[src/rtl/alu_muldiv_sequencer.sv]
// Multi-cycle unsigned MUL (low word) / DIVU / REMU sequencer that borrows the datapath ALU,
// one add or subtract per cycle: shift-add multiply, restoring shift-subtract divide.
module alu_muldiv_sequencer #(
    parameter int unsigned DATA_WIDTH = 32,
    parameter int unsigned FlagSize   = 4,
    parameter int unsigned AluOpWidth = 4,
    parameter logic [AluOpWidth-1:0] AddOp = 4'd0,
    parameter logic [AluOpWidth-1:0] SubOp = 4'd1
) (
    input  logic                  clk_i,
    input  logic                  reset_i,
    input  logic                  start_i,
    input  logic [1:0]            op_i,
    input  logic [DATA_WIDTH-1:0] a_i,
    input  logic [DATA_WIDTH-1:0] b_i,
    output logic                  busy_o,
    output logic                  done_o,
    output logic                  err_o,
    output logic [DATA_WIDTH-1:0] result_o,
    output logic [DATA_WIDTH-1:0] alu_a_o,
    output logic [DATA_WIDTH-1:0] alu_b_o,
    output logic [AluOpWidth-1:0] alu_op_o,
    input  logic [DATA_WIDTH-1:0] alu_y_i,
    input  logic [FlagSize-1:0]   alu_flags_i
);

    localparam int unsigned CntW = $clog2(DATA_WIDTH) + 1;

    typedef enum logic [1:0] {StIdle, StMulIt, StDivIt, StDone} state_e;

    state_e                state_q, state_d;
    logic [DATA_WIDTH-1:0] acc_q, acc_d;
    logic [DATA_WIDTH-1:0] op_a_q, op_a_d;
    logic [DATA_WIDTH-1:0] op_b_q, op_b_d;
    logic [CntW-1:0]       cnt_q, cnt_d;
    logic [1:0]            op_q, op_d;
    logic [DATA_WIDTH-1:0] result_q, result_d;
    logic                  err_q, err_d;

    logic [DATA_WIDTH-1:0] r_sh;
    logic                  ob;
    logic                  take;
    logic                  last_it;
    logic                  unused_flags;

    // Only the carry (borrow) flag matters to the divide step.
    assign unused_flags = ^{alu_flags_i[FlagSize-1:2], alu_flags_i[0]};

    assign r_sh    = {acc_q[DATA_WIDTH-2:0], op_a_q[DATA_WIDTH-1]};
    assign ob      = acc_q[DATA_WIDTH-1];
    // A shifted-out remainder bit means r_sh really exceeds the divisor, even if the ALU borrows.
    assign take    = ob | ~alu_flags_i[1];
    assign last_it = (cnt_q == CntW'(1));

    always_comb begin
        state_d  = state_q;
        acc_d    = acc_q;
        op_a_d   = op_a_q;
        op_b_d   = op_b_q;
        cnt_d    = cnt_q;
        op_d     = op_q;
        result_d = result_q;
        err_d    = 1'b0;
        alu_op_o = AddOp;
        alu_a_o  = '0;
        alu_b_o  = '0;

        unique case (state_q)
            StIdle: begin
                if (start_i) begin
                    op_d   = op_i;
                    op_a_d = a_i;
                    op_b_d = b_i;
                    acc_d  = '0;
                    cnt_d  = CntW'(DATA_WIDTH);
                    unique case (op_i)
                        2'b00: state_d = StMulIt;
                        2'b01: begin
                            if (b_i == '0) begin
                                state_d  = StDone;
                                result_d = '1;
                            end else begin
                                state_d = StDivIt;
                            end
                        end
                        2'b10: begin
                            if (b_i == '0) begin
                                state_d  = StDone;
                                result_d = a_i;
                            end else begin
                                state_d = StDivIt;
                            end
                        end
                        default: begin
                            state_d  = StDone;
                            result_d = '0;
                            err_d    = 1'b1;
                        end
                    endcase
                end
            end
            StMulIt: begin
                alu_op_o = AddOp;
                alu_a_o  = acc_q;
                alu_b_o  = op_b_q[0] ? op_a_q : '0;
                acc_d    = alu_y_i;
                op_a_d   = op_a_q << 1;
                op_b_d   = op_b_q >> 1;
                cnt_d    = cnt_q - CntW'(1);
                if (last_it) begin
                    state_d  = StDone;
                    result_d = alu_y_i;
                end
            end
            StDivIt: begin
                alu_op_o = SubOp;
                alu_a_o  = r_sh;
                alu_b_o  = op_b_q;
                acc_d    = take ? alu_y_i : r_sh;
                op_a_d   = {op_a_q[DATA_WIDTH-2:0], take};
                cnt_d    = cnt_q - CntW'(1);
                if (last_it) begin
                    state_d  = StDone;
                    result_d = (op_q == 2'b01) ? op_a_d : acc_d;
                end
            end
            StDone: state_d = StIdle;
            default: state_d = StIdle;
        endcase
    end

    always_ff @(posedge clk_i) begin
        if (reset_i) begin
            state_q  <= StIdle;
            acc_q    <= '0;
            op_a_q   <= '0;
            op_b_q   <= '0;
            cnt_q    <= '0;
            op_q     <= '0;
            result_q <= '0;
            err_q    <= 1'b0;
        end else begin
            state_q  <= state_d;
            acc_q    <= acc_d;
            op_a_q   <= op_a_d;
            op_b_q   <= op_b_d;
            cnt_q    <= cnt_d;
            op_q     <= op_d;
            result_q <= result_d;
            err_q    <= err_d;
        end
    end

    assign busy_o   = (state_q != StIdle);
    assign done_o   = (state_q == StDone);
    assign err_o    = err_q;
    assign result_o = result_q;

endmodule

[config.mk]
export PLATFORM = sky130hd
export DESIGN_NAME = alu_muldiv_sequencer
export DESIGN_NICKNAME = d
export VERILOG_FILES = /design/src/rtl/alu_muldiv_sequencer.sv
export SDC_FILE = /design/constraint.sdc
export NUM_CORES = 1
export LEC_CHECK = 0
export BUFFER_PORTS_ARGS = -buffer_cell sky130_fd_sc_hd__buf_2
export CAP_MARGIN = 10
export CORE_MARGIN = 10
export CORE_UTILIZATION = 50
export CTS_CLUSTER_SIZE = 16
export DETAILED_ROUTE_END_ITERATION = 10
export HOLD_SLACK_MARGIN = 0.02
export PLACE_DENSITY = 0.84
export REMOVE_ABC_BUFFERS = 1
export SLEW_MARGIN = 10
export SYNTH_ARGS = -nofsm -noshare
export SYNTH_HDL_FRONTEND = slang
export SYNTH_SLANG_ARGS = --single-unit
[constraint.sdc]
create_clock -name clk_i -period 6 [get_ports clk_i]
set_input_delay 0.6 -clock clk_i [delete_from_list [all_inputs] [get_ports clk_i]]
set_output_delay 0.6 -clock clk_i [all_outputs]
set_load 0.02 [all_outputs]
# Word-level counts from Yosys, hierarchy flattened
# Cells that the tools add are included.
dict set report totals {
  out_inout_bits 103
  inputBits 105
  register_bits 139
  elab_cells 71
}
dict set report classes {
  reduce_logical 17
  n_bitwise 4
  n_addsub 1
  mux 27
  eq_ne 14
}
# operator n
set op_table {}
lappend op_table {{32-bit one-hot mux with 3 select lines} 4}
lappend op_table {{32-bit 2-to-1 mux} 11}
lappend op_table {{32-bit one-hot mux with 2 select lines} 3}
lappend op_table {{32-bit logical NOT} 1}
lappend op_table {{6-bit one-hot mux with 2 select lines} 1}
lappend op_table {{2-bit AND reduction} 5}
lappend op_table {{2-bit inequality test (second input constant)} 4}
lappend op_table {{7-bit AND reduction} 1}
lappend op_table {{2-bit by 1-bit == test with 1-bit output (second input constant)} 3}
lappend op_table {{2-bit == test (second input constant)} 3}
lappend op_table {{6-bit by 1-bit == test with 1-bit output (second input constant)} 1}
lappend op_table {{6-bit 2-to-1 mux} 1}
lappend op_table {{3-bit inequality test (second input constant)} 2}
lappend op_table {{2-bit one-hot mux with 3 select lines} 1}
lappend op_table {{2-bit nonzero test} 3}
lappend op_table {{3-bit OR reduction} 2}
lappend op_table {{6-bit by 1-bit subtractor with 6-bit output (second input constant)} 1}
lappend op_table {{2-bit logical NOT} 2}
lappend op_table {{2-bit 2-to-1 mux} 2}
lappend op_table {{2-bit one-hot mux with 2 select lines} 1}
lappend op_table {{2-bit OR reduction} 2}
lappend op_table {{1-bit 2-to-1 mux} 3}
lappend op_table {{1-bit NOT} 3}
lappend op_table {{3-bit nonzero test} 1}
lappend op_table {{other kinds (2)} 2}

# Depth between registers and ports, before layout
dict set report logic_depth {
  ltp_word 6
  ltp_mapped 10
  depth_no_buf 7
}

# Worst setup path after synthesis
# No wires, ideal clock.
dict set report synth_path {
  path_kind {register to output}
  startpoint {register state_q[0]}
  endpoint {output port alu_a_o[10]}
  required_time_ns 5.400
  stages_incl_launch_ff 8
  arrival_ns 1.900
  slack_ns 3.500
  n_path_buf 3
  cell_sequence {dfxtp_1 inv_1 ha_1 and2_1 clkbuf_1 clkbuf_1 clkbuf_1 a22o_1}
}
dict set report synth_via {
  elab_chain_len 2
  elab_cells_between_ends 3
  classes_between {eq/ne (2); mux (1)}
}
# element line_no
set synth_lines {}
lappend synth_lines {{from (decl)} 31} ;# state_e state_q, state_d;
lappend synth_lines {{from (signal assigned)} 134} ;# state_q <= StIdle;
lappend synth_lines {{from (signal assigned)} 143} ;# state_q <= state_d;
lappend synth_lines {{2-bit == test or 2-bit by 1-bit == test with 1-bit output (tied branches)} 68} ;# unique case (state_q)
lappend synth_lines {{32-bit one-hot mux with 2 select lines (*)} 68}
lappend synth_lines {{to (decl)} 20} ;# output logic [DATA_WIDTH-1:0] alu_a_o,
# Every way passes the cells marked *; elsewhere a longest branch is shown, timed or not.

# Worst setup path in the final report
dict set report layout_path {
  startpoint {register state_q[1]}
  endpoint {output port alu_b_o[21]}
}
dict set report layout_via {
  elab_chain_len 2
  elab_cells_between_ends 3
  classes_between {eq/ne (2); mux (1)}
}
# element line_no
set layout_lines {}
lappend layout_lines {{2-bit == test or 2-bit by 1-bit == test with 1-bit output (tied branches)} 68}
lappend layout_lines {{32-bit one-hot mux with 2 select lines (*)} 68}
lappend layout_lines {{to (decl)} 21} ;# output logic [DATA_WIDTH-1:0] alu_b_o,
# Marks and branches as above.

==> key figures <==
Outcome
  – Run status: finished, final reports clean

Clock tree
  – Clk sinks: 139
  – Reg clk slew, reported paths: 0.06 ns
  – CTS tree: yes
  – Hold_buf cts: 0
  – Skew-Pair Late Insertion Delay: 0.41 ns
  – CTS resizes: 0
  – CTS max path bufs: 2
  – TritonCTS buffer count: 17
  – Root Buffer: clkbuf_16
  – Post-CTS setup buffers: 0
  – CTS H-tree lvls: 4

Worst hold path
  – Hold_sp: op_q[1]
  – HP Class: reg2reg
  – WHS Path Cells: 2

Final layout
  – Fillers: 1406
  – # nets final: 1257
  – Area of the multi-input gates: 4945 um^2
  – Area Growth Syn to Fin: 19.32%
  – Most frequent cells in the layout: buf_2, dfxtp_1, nor2_1, o21ai_0, mux2i_1
  – Core Util, Final: 0.6131
  – Most common cell after layout, fill and taps aside: buf_2
  – Register area: 2783 um^2
  – Share of cells above drive strength 1: 0.2264
  – Non-filler instance count after layout: 1373

Routing
  – Wire per inst: 20.93 um
  – Iteration-0 DRC Markers: 933
  – WL final: 28.74 mm
  – Avg Vias per Cell: 6.232
  – Post-route DRC: 0
  – DRT Pass-1 Iters: 6
  – ANT nets after route: 0
  – Vias: 8556

Pwr
  – Total power: 4171 uW
  – VDD IR max: 0.0002402 V
  – Cell Pwr Density: 426.7 nW/um^2
  – LEAKAGE: 0.004334 uW

Critical path
  – Setup crit end kind: output pin
  – Critical path class: reg2out
  – Worst reg-to-reg setup slack: 2.58 ns
  – Worst path slowest cell: buf_4
  – Crit path required time: 5.40 ns
  – FF-to-FF path depth: 9
  – Crit Path Max Fanout: 69
  – R2R Path Start: state_q[0]
  – Arrival time at the worst endpoint: 3.17 ns
  – Max incr delay on CP: 0.74 ns
  – Setup crit start: state_q[1]
  – CP most frequent cell: buf_4
  – Startpoint Class: flip-flop
  – CP Cell Sequence: inv_1 > ha_4 > buf_4 > and3_1 > buf_4 > a22o_1 > buf_2

Global route
  – Antenna violations before repair: 3
  – Tot GR Track Use: 0.2524
  – Largest net degree at the start of global routing: 105
  – Vias in the first global route: 8536
  – First-pass GRT wire length: 45.41 mm
  – Global route overflow: 0

Synthesis
  – Synth Cell Area: 8192 um^2
  – Avg Cell Area, Syn: 8.086 um^2
  – Yosys cell types: 40
  – Yosys Warn Count: 0
  – Seq/Total Area, Yosys: 0.3397
  – Top cells by area, synth: dfxtp_1, mux2i_1, a22o_1
  – Area share of the largest cell type after synthesis: 0.3397
  – Post-synth top area cell: dfxtp_1
  – Seq cells post-synth: 139
  – Post-Synthesis Cells: 1013

Floorplanning
  – Die width: 148.0 um
  – Initial Util: 0.5138
  – Row count: 46
  – Die height: 148.0 um
  – Top-level port count: 208
  – Core Region: 15940 um^2
  – Die area: 21900 um^2

Placed design
  – Placed insts: 1338
  – PortBufs: 201
  – DP HPWL: 18.74 mm
  – Routability congestion estimate from global placement: 0.8560

Flow run
  – Max Cap Viol: 0

Timing
  – Peak Freq: 0.2649 GHz
  – Worst-margin pin slew: 1.144 ns
  – Tcrit/Tclk final: 0.6291
  – Pins Over Slew Limit: 0
  – RSZ-0062 raised after global routing: false
  – Post-route minimum period: 3.775 ns
  – Final setup TNS: 0 ns
  – Fin. Hold Viols: 0
  – Slew margin rel.: 0.2363
  – Final-report setup violation count: 0
  – Worst Skew: 0.009191 ns
per-layer routing:
| layer | track usage | part of all wire | wire length, um | vias up |
|---|---|---|---|---|
| met4 | 0.1194 | 0.028 | 799 | 2 |
| met3 | 0.06654 | 0.10 | 2957 | 75 |
| met5 | 0 | 0.00024 | 7 | - |
| met2 | 0.4055 | 0.47 | 13490 | 499 |
| li1 | - | - | - | 3960 |
| met1 | 0.3074 | 0.40 | 11490 | 4020 |
where the power goes:
group	switching (uW)	internal (uW)	leakage [uW]
Combinational	1070	588	0.00290
Sequential	242	1180	0.00114
Clock	398	686	0.000301
Total	1710	2460	0.00433
critical path, delay by kind of cell, from the launching register on:
| family | cells | cell delay [ns] |
|---|---|---|
| adders and majority gates | 1 | 0.13 |
| AOI/OAI and AO/OA | 1 | 0.22 |
| DFF | 1 | 0.34 |
| buffers and inverters | 4 | 1.42 |
| and+or+nand+nor | 1 | 0.63 |
kinds of logic (layout without fill, tap and decap cells):
| family | Yosys count | in the layout | share of synthesized area |
|---|---|---|---|
| compound gates | 368 | 368 | 0.3021 |
| simple gates | 275 | 275 | 0.1573 |
| fa+ha+maj | 11 | 11 | 0.01680 |
| flops | 139 | 139 | 0.3397 |
| buf+inv | 119 | 257 | 0.06217 |
| xor+xnor | 5 | 5 | 0.005347 |
| mux | 95 | 95 | 0.1161 |
| other cells | 1 | 7 | 0.0004578 |
final cells by class:
| cell class | count | share of cell area |
|---|---|---|
| inverter | 10 | 0.003840 |
| clock inverter | 6 | 0.008449 |
| timing repair buffer | 216 | 0.1147 |
| sequential | 139 | 0.2847 |
| antenna | 4 | 0.001024 |
| clock buffer | 25 | 0.05376 |
| multi-input combinational | 757 | 0.5059 |
| tap | 216 | 0.02765 |
final timing paths:
path / endpoint
max: alu_b_o[21]
min: op_q[1]
max reg2reg: result_o[15]
min reg2reg: op_q[1]
flip-flops by register name, summed over array words and instances (netlist names):
| signal | flops |
|---|---|
| op_a_q | 32 |
| err_o | 1 |
| state_q | 2 |
| acc_q | 32 |
| op_b_q | 32 |
| cnt_q | 6 |
| op_q | 2 |
| result_o | 32 |
cell usage after synthesis, drive strengths merged:
| master | n |
|---|---|
| dfxtp | 139 |
| nor2b | 1 |
| nor2 | 108 |
| a221oi | 32 |
| nand3 | 3 |
| ha | 11 |
| a21oi | 74 |
| buf | 30 |
| inv | 10 |
| o21a | 2 |
| nand2b | 38 |
| xor2 | 2 |
| a22o | 63 |
| and3 | 32 |
| o21ai | 97 |
| xnor2 | 3 |
| nor3 | 2 |
| nor3b | 3 |
| and2 | 2 |
| o221ai | 1 |
| mux2i | 95 |
| a211oi | 32 |
| nand4 | 2 |
| or3 | 1 |
| o22ai | 1 |
| a21boi | 2 |
| nor4 | 10 |
| clkbuf | 79 |
| a22oi | 32 |
| o21bai | 32 |
| conb | 1 |
| nand4b | 1 |
| nand2 | 72 |
through the flow:
step	worst slack [ns]	hold slack, ns	area, um^2
6_report	2.225	0.4529	9774
5_1_grt	2.099	0.4835	9769
3_5_place_dp	2.614	0.4481	9156
3_3_place_gp	2.700	0.4392	9156
4_1_cts	2.214	0.4561	9764
2_1_floorplan	1.108	0.4252	7727
No activity file was read; power rests on OpenSTA's default activity.
